[config.mk]
export PLATFORM = sky130hd
export DESIGN_NAME = md_ctrl
export DESIGN_NICKNAME = d
export VERILOG_FILES = /design/src/rtl/md_ctrl_pkg.sv /design/src/rtl/md_ctrl_div_iter.sv /design/src/rtl/md_ctrl.sv
export SDC_FILE = /design/constraint.sdc
export NUM_CORES = 2
export LEC_CHECK = 0
export ABC_AREA = 1
export ABC_CLOCK_PERIOD_IN_PS = 13100
export BUFFER_PORTS_ARGS = -buffer_cell sky130_fd_sc_hd__clkbuf_2
export CAP_MARGIN = 20
export CORE_MARGIN = 3
export CORE_UTILIZATION = 27
export DETAILED_ROUTE_END_ITERATION = 7
export PLACE_DENSITY = 0.4
export SETUP_SLACK_MARGIN = 0.2
export SYNTH_ARGS = -nofsm -noshare
export SYNTH_HDL_FRONTEND = slang
export SYNTH_HIERARCHICAL = 1
export SYNTH_SLANG_ARGS = --single-unit
[constraint.sdc]
create_clock -name clk -period 13.1 [get_ports clk]
set_clock_uncertainty 0.1 [all_clocks]
set_input_delay 1.31 -clock clk [delete_from_list [all_inputs] [get_ports clk]]
set_output_delay 1.31 -clock clk [all_outputs]
set_load 0.02 [all_outputs]
[src/rtl/md_ctrl_pkg.sv]
// Shared op codes, widths and helpers for the multiply/divide sequencer.
package md_ctrl_pkg;

   localparam int unsigned DATA_W       = 32;
   localparam int unsigned MD_DIV_STEPS = 32;

   typedef enum logic [1:0] {
      MD_MULT  = 2'b00,
      MD_MULTU = 2'b01,
      MD_DIV   = 2'b10,
      MD_DIVU  = 2'b11
   } md_op_e;

   // Magnitude of a two's-complement value when treated as signed, raw value otherwise.
   function automatic logic [DATA_W-1:0] md_abs(input logic [DATA_W-1:0] v,
                                                input logic             is_signed);
      return (is_signed && v[DATA_W-1]) ? DATA_W'(-v) : v;
   endfunction

endpackage

[src/rtl/md_ctrl_div_iter.sv]
// One restoring radix-2 division step: shift in the next dividend bit, subtract if it fits.
module md_ctrl_div_iter
   import md_ctrl_pkg::*;
(
   input  logic [DATA_W-1:0] i_rem,
   input  logic [DATA_W-1:0] i_quo,
   input  logic [DATA_W-1:0] i_divisor,
   output logic [DATA_W-1:0] o_rem,
   output logic [DATA_W-1:0] o_quo
);

   logic [DATA_W:0]   w_shift;
   logic [DATA_W-1:0] w_diff;

   always_comb begin
      w_shift = {i_rem, i_quo[DATA_W-1]};
      w_diff  = DATA_W'(w_shift - {1'b0, i_divisor});
      if (w_shift >= {1'b0, i_divisor}) begin
         o_rem = w_diff;
         o_quo = {i_quo[DATA_W-2:0], 1'b1};
      end else begin
         o_rem = w_shift[DATA_W-1:0];
         o_quo = {i_quo[DATA_W-2:0], 1'b0};
      end
   end

endmodule

[src/rtl/md_ctrl.sv]
// E-stage MULT/MULTU/DIV/DIVU sequencer driving a one-cycle HI/LO write.
// Optional: define MD_DIV_ZERO_EARLY_EN to finish divide-by-zero in one cycle.
module md_ctrl
   import md_ctrl_pkg::*;
#(
   parameter int unsigned MULT_LAT = 2,
   parameter int unsigned CNT_W    = 6
)(
   input  logic              clk,
   input  logic              rst,
   input  logic              start_E,
   input  logic [1:0]        op_E,
   input  logic [DATA_W-1:0] src_a_E,
   input  logic [DATA_W-1:0] src_b_E,
   input  logic              flush_E,
   output logic              stall_md_E,
   output logic              busy_o,
   output logic              hilo_we_o,
   output logic [DATA_W-1:0] hi_o,
   output logic [DATA_W-1:0] lo_o
);

   localparam logic [1:0] S_IDLE = 2'd0;
   localparam logic [1:0] S_MUL  = 2'd1;
   localparam logic [1:0] S_DIV  = 2'd2;
   localparam logic [1:0] S_DONE = 2'd3;

   logic [1:0]          r_state, w_next;
   logic [CNT_W-1:0]    r_cnt;
   md_op_e              r_op;
   logic [DATA_W-1:0]   r_a, r_b, r_rem, r_quo, r_hi, r_lo;

   logic                w_div_zero, w_mul_last, w_div_last, w_div_signed;
   logic [2*DATA_W-1:0] w_a_ext, w_b_ext, w_prod;
   logic [DATA_W-1:0]   w_divisor, w_rem_n, w_quo_n, w_rem_fix, w_quo_fix, w_lo_zero;

`ifdef MD_DIV_ZERO_EARLY_EN
   assign w_div_zero = op_E[1] & (src_b_E == '0);
`else
   assign w_div_zero = 1'b0;
`endif
   assign w_lo_zero  = (op_E == MD_DIV && src_a_E[DATA_W-1]) ? 32'h1 : 32'hFFFF_FFFF;

   assign w_mul_last = (r_cnt == CNT_W'(MULT_LAT - 1));
   assign w_div_last = (r_cnt == CNT_W'(MD_DIV_STEPS - 1));

   // Sign/zero extension to 64 bits makes one multiplier serve both signednesses.
   assign w_a_ext = r_op[0] ? {{DATA_W{1'b0}}, r_a} : {{DATA_W{r_a[DATA_W-1]}}, r_a};
   assign w_b_ext = r_op[0] ? {{DATA_W{1'b0}}, r_b} : {{DATA_W{r_b[DATA_W-1]}}, r_b};
   assign w_prod  = w_a_ext * w_b_ext;

   assign w_div_signed = (r_op == MD_DIV);
   assign w_divisor    = md_abs(r_b, w_div_signed);
   assign w_quo_fix    = (w_div_signed && (r_a[DATA_W-1] ^ r_b[DATA_W-1])) ? DATA_W'(-w_quo_n) : w_quo_n;
   assign w_rem_fix    = (w_div_signed && r_a[DATA_W-1]) ? DATA_W'(-w_rem_n) : w_rem_n;

   md_ctrl_div_iter u_div_iter (
      .i_rem     (r_rem),
      .i_quo     (r_quo),
      .i_divisor (w_divisor),
      .o_rem     (w_rem_n),
      .o_quo     (w_quo_n)
   );

   // State register
   always_ff @(posedge clk) begin
      if (rst) r_state <= S_IDLE;
      else     r_state <= w_next;
   end

   // Next-state logic; flush wins over everything
   always_comb begin
      w_next = r_state;
      if (flush_E) begin
         w_next = S_IDLE;
      end else begin
         case (r_state)
            S_IDLE: if (start_E) w_next = w_div_zero ? S_DONE : (op_E[1] ? S_DIV : S_MUL);
            S_MUL:  if (w_mul_last) w_next = S_DONE;
            S_DIV:  if (w_div_last) w_next = S_DONE;
            default: w_next = S_IDLE;
         endcase
      end
   end

   // Outputs; the write is suppressed if the instruction is killed in its DONE cycle
   always_comb begin
      stall_md_E = 1'b0;
      busy_o     = 1'b0;
      hilo_we_o  = 1'b0;
      stall_md_E = start_E & ~flush_E & (r_state != S_DONE);
      busy_o     = (r_state != S_IDLE);
      hilo_we_o  = (r_state == S_DONE) & ~flush_E;
   end

   // Operand capture, step counter and result registers
   always_ff @(posedge clk) begin
      if (rst) begin
         r_cnt <= '0;
         r_op  <= MD_MULT;
         r_a   <= '0;
         r_b   <= '0;
         r_rem <= '0;
         r_quo <= '0;
         r_hi  <= '0;
         r_lo  <= '0;
      end else if (flush_E) begin
         r_cnt <= '0;
      end else begin
         case (r_state)
            S_IDLE: if (start_E) begin
               r_op  <= md_op_e'(op_E);
               r_a   <= src_a_E;
               r_b   <= src_b_E;
               r_cnt <= '0;
               r_rem <= '0;
               r_quo <= md_abs(src_a_E, ~op_E[0]);
               if (w_div_zero) begin
                  r_hi <= src_a_E;
                  r_lo <= w_lo_zero;
               end
            end
            S_MUL: begin
               r_cnt <= r_cnt + CNT_W'(1);
               if (w_mul_last) {r_hi, r_lo} <= w_prod;
            end
            S_DIV: begin
               r_cnt <= r_cnt + CNT_W'(1);
               r_rem <= w_rem_n;
               r_quo <= w_quo_n;
               if (w_div_last) begin
                  r_hi <= w_rem_fix;
                  r_lo <= w_quo_fix;
               end
            end
            default: ;
         endcase
      end
   end

   assign hi_o = r_hi;
   assign lo_o = r_lo;

endmodule
==> summary.txt <==
Pwr
  • Net switching power: 0.005236 W
  • Sequential share of power: 8.9%
  • Combinational power share: 80.9%
  • Pwr Total: 0.008494 W
  • LEAKAGE: 39.29 nW
  • Pwr dens: 121.9 nW/um^2
  • Clock share of power: 10.2%
  • Cell-internal power: 0.003259 W
  • Worst vdd ir: 0.1665 mV
  • Sw frac: 61.64%

Timing
  • Setup TNS: 0 ns
  • FMAX: 0.09216 GHz
  • Post-route minimum period: 10.85 ns
  • Worst-margin pin slew: 1.257 ns
  • Worst setup margin: 2.250 ns
  • Post-route clock period utilization: 82.83%
  • RSZ-0062 raised after global routing: false
  • Max Slew Vio Count: 0
  • Worst hold slack: 0.3455 ns
  • Final setup vio count: 0
  • Slew headroom: 15.30%
  • Final hold vios: 0

Detailed routing
  • Via count: 53370
  • DRT Pass-1 Iters: 7
  • Iter 0 DRT Violations: 3914
  • Antenna Violating Nets Remaining: 0
  • WL per Instance: 21.97 microns
  • Remaining DRCs: 0
  • DRT Wirelength: 257200 microns
  • Vias per cell: 4.559

Critical path
  • Capturing element type of the critical path: flop
  • R2R Path Start: r_a[31]$_SDFFE_PP0P_
  • Critical Path RT: 13.45 ns
  • CP Class: reg2reg
  • CP startpoint: r_a[31]$_SDFFE_PP0P_
  • Crit-path max FO: 9
  • Critical path launch point type: flop
  • Arrival time at the worst endpoint: 11.20 ns

Clocking
  • Total CTS buffers: 29
  • CTS tree: built
  • Root Driver: clkbuf_16
  • Reg clk slew, reported paths: 0.06 ns
  • # Post-CTS Setup Buffers: 0
  • Max H-tree Level: 1
  • # hold bufs at CTS: 0
  • Resized Gates After CTS: 0
  • CTS max path bufs: 3
  • Clk_lat worst skew: 0.62 ns
  • CTS Sinks: 202

Synthesis
  • #FFs+latches synth: 202
  • EDFF count, synth: 0
  • Seq/Total Area, Yosys: 6.250%
  • Synthesized instance count: 8622
  • Netlist Area Pre-Place: 64700 sq um
  • Yosys top cell area share: 43.94%
  • Post-Synth XOR/XNOR Area: 1.015%
  • Synth area leaders: fa_1, inv_1, nand2_1, ha_1, dfxtp_1
  • Post-Syn Nets: 10460
  • Yosys top cell by area: fa_1
  • Synth Area in Compound Gates: 6.517%
  • Synth cell types: 52
  • Largest family of logic cells by synthesized area: adder cells
  • Mean post-synth cell area: 7.504 sq um
  • Yosys warnings: 6
  • Adder-Cell Fraction of Synth Area: 50.72%
  • Mux share of post-synthesis cell area: 0%
  • Synth Area in Simple Gates: 17.73%
  • Ys async rst share: 0%
  • Top_reg_cell synth: dfxtp_1

GRT
  • Pin count of the biggest net entering global routing: 88
  • Number of global-route vias before repair: 56240
  • Global-route wire length before repair: 380700 microns
  • Overall routing resource usage: 21.14%
  • Initial antenna violation count: 23
  • Total gr overflow: 0

Finish
  • Commonest non-fill, non-tap cell in the layout: inv_1
  • Fill count: 26100
  • Footprint of the multi-input gates: 49200 sq um
  • Layout Utilization: 29.28%
  • Layout cell share with drive strength beyond 1: 5.295%
  • Commonest cells after routing, fill and taps aside: inv_1, nand2_1, fa_1, nor2_1, a21oi_1
  • Final nets: 10360
  • Sequential cell area: 4091 sq um
  • Syn-to-layout area delta: 7.731%

Run
  • Max cap viols: 0

Placed design
  • Place WS: 2.483 ns
  • GPL Wtd Cong: 0.9333
  • Count of input and output buffers: 136
  • DP HPWL: 215500 microns

Worst hold path
  • Hold Crit Class: reg2reg
  • Hold path startpoint: r_a[11]$_SDFFE_PP0P_

Floorplan
  • CORE AREA: 238100 sq um
  • # rows: 179
  • I/O pins: 137
  • Die area: 245500 sq um
  • Initial Util: 27.18%
  • Die width: 495.5 microns
  • Die Y: 495.5 microns

Run status
  • Status: complete, no violations
[metal layers]
layer	global-route usage, %	routed length, microns	vias to the layer above
met5	0	115	-
met4	4.009	5679	16
met3	3.731	17460	205
met2	33.55	115500	1565
met1	30.23	118400	27120
li1	-	-	24460
[worst paths after layout]
path	endpoint	depth (start not counted)	slack [ns]
max	hi_o[13]$_SDFFE_PP0P_	27	2.25
min	r_a[11]$_SDFFE_PP0P_	2	0.35
max reg2reg	hi_o[13]$_SDFFE_PP0P_	27	2.25
min reg2reg	r_a[11]$_SDFFE_PP0P_	2	0.35
[final cells by class]
type,count,share of cell area [%]
clock inverter,13,0.2621
timing repair buffer,261,2.341
antenna,2,0.007180
tap,3167,5.685
clock buffer,40,1.172
sequential,202,5.870
multi-input combinational,5407,70.58
inverter,2614,14.08
[flip-flops by register name, indices dropped and copies added (netlist names)]
signal / count
r_rem: 32
r_a: 32
r_op: 2
lo_o: 32
hi_o: 32
r_cnt: 6
r_b: 32
r_state: 2
r_quo: 32
[worst max-delay path, cell delays in order (launching register included)]
cell and delay [ns]:
dfxtp_1 0.33, inv_1 0.12, nor2_1 0.92, nand2_1 0.27
fa_1 0.71, inv_1 0.13, fa_1 0.53, fa_1 0.89
inv_1 0.32, fa_1 0.55, inv_1 0.05, fa_1 0.41
fa_1 0.58, fa_1 0.46, fa_1 0.52, fa_1 0.56
inv_1 0.08, fa_1 0.50, inv_1 0.04, ha_1 0.40
a21oi_1 0.44, o21ai_0 0.30, a21oi_1 0.32, o21ai_0 0.25
inv_1 0.11, o211ai_1 0.11, o21ai_0 0.51, a21oi_1 0.14
[synthesized netlist by cell type (51+ instances only)]
| master | n |
|---|---|
| inv_1 | 2605 |
| a21oi_1 | 361 |
| nand2_1 | 1903 |
| buf_1 | 51 |
| ha_1 | 351 |
| nand3_1 | 249 |
| o21ai_0 | 281 |
| fa_1 | 1420 |
| xor2_1 | 59 |
| nor2_1 | 415 |
| dfxtp_1 | 202 |
| clkbuf_1 | 290 |
[power by group through the flow]
stage          Clock [W]  Sequential [W]  Combinational, W
2_1_floorplan          0        0.000699           0.00401
3_3_place_gp           0        0.000768           0.00683
3_5_place_dp           0        0.000767           0.00681
4_1_cts         0.000894        0.000755           0.00688
5_1_grt         0.000912        0.000759           0.00759
6_report        0.000870        0.000755           0.00687
[stage by stage]
stage,instance area [sq um],instances
final,69700,11710
after global routing,69700,11700
after CTS,69660,11700
after detailed placement,68660,11650
after global placement,68630,11640
after floorplan,64700,8622
[cells by family after synthesis]
| logic type | Yosys count |
|---|---|
| adder cells (fa/ha/maj) | 1771 |
| buffers and inverters | 3013 |
| XOR/XNOR | 75 |
| AO/OA/AOI/OAI | 780 |
| flip-flops | 202 |
| AND/OR/NAND/NOR | 2781 |
Power figures use the tool's default switching activity.
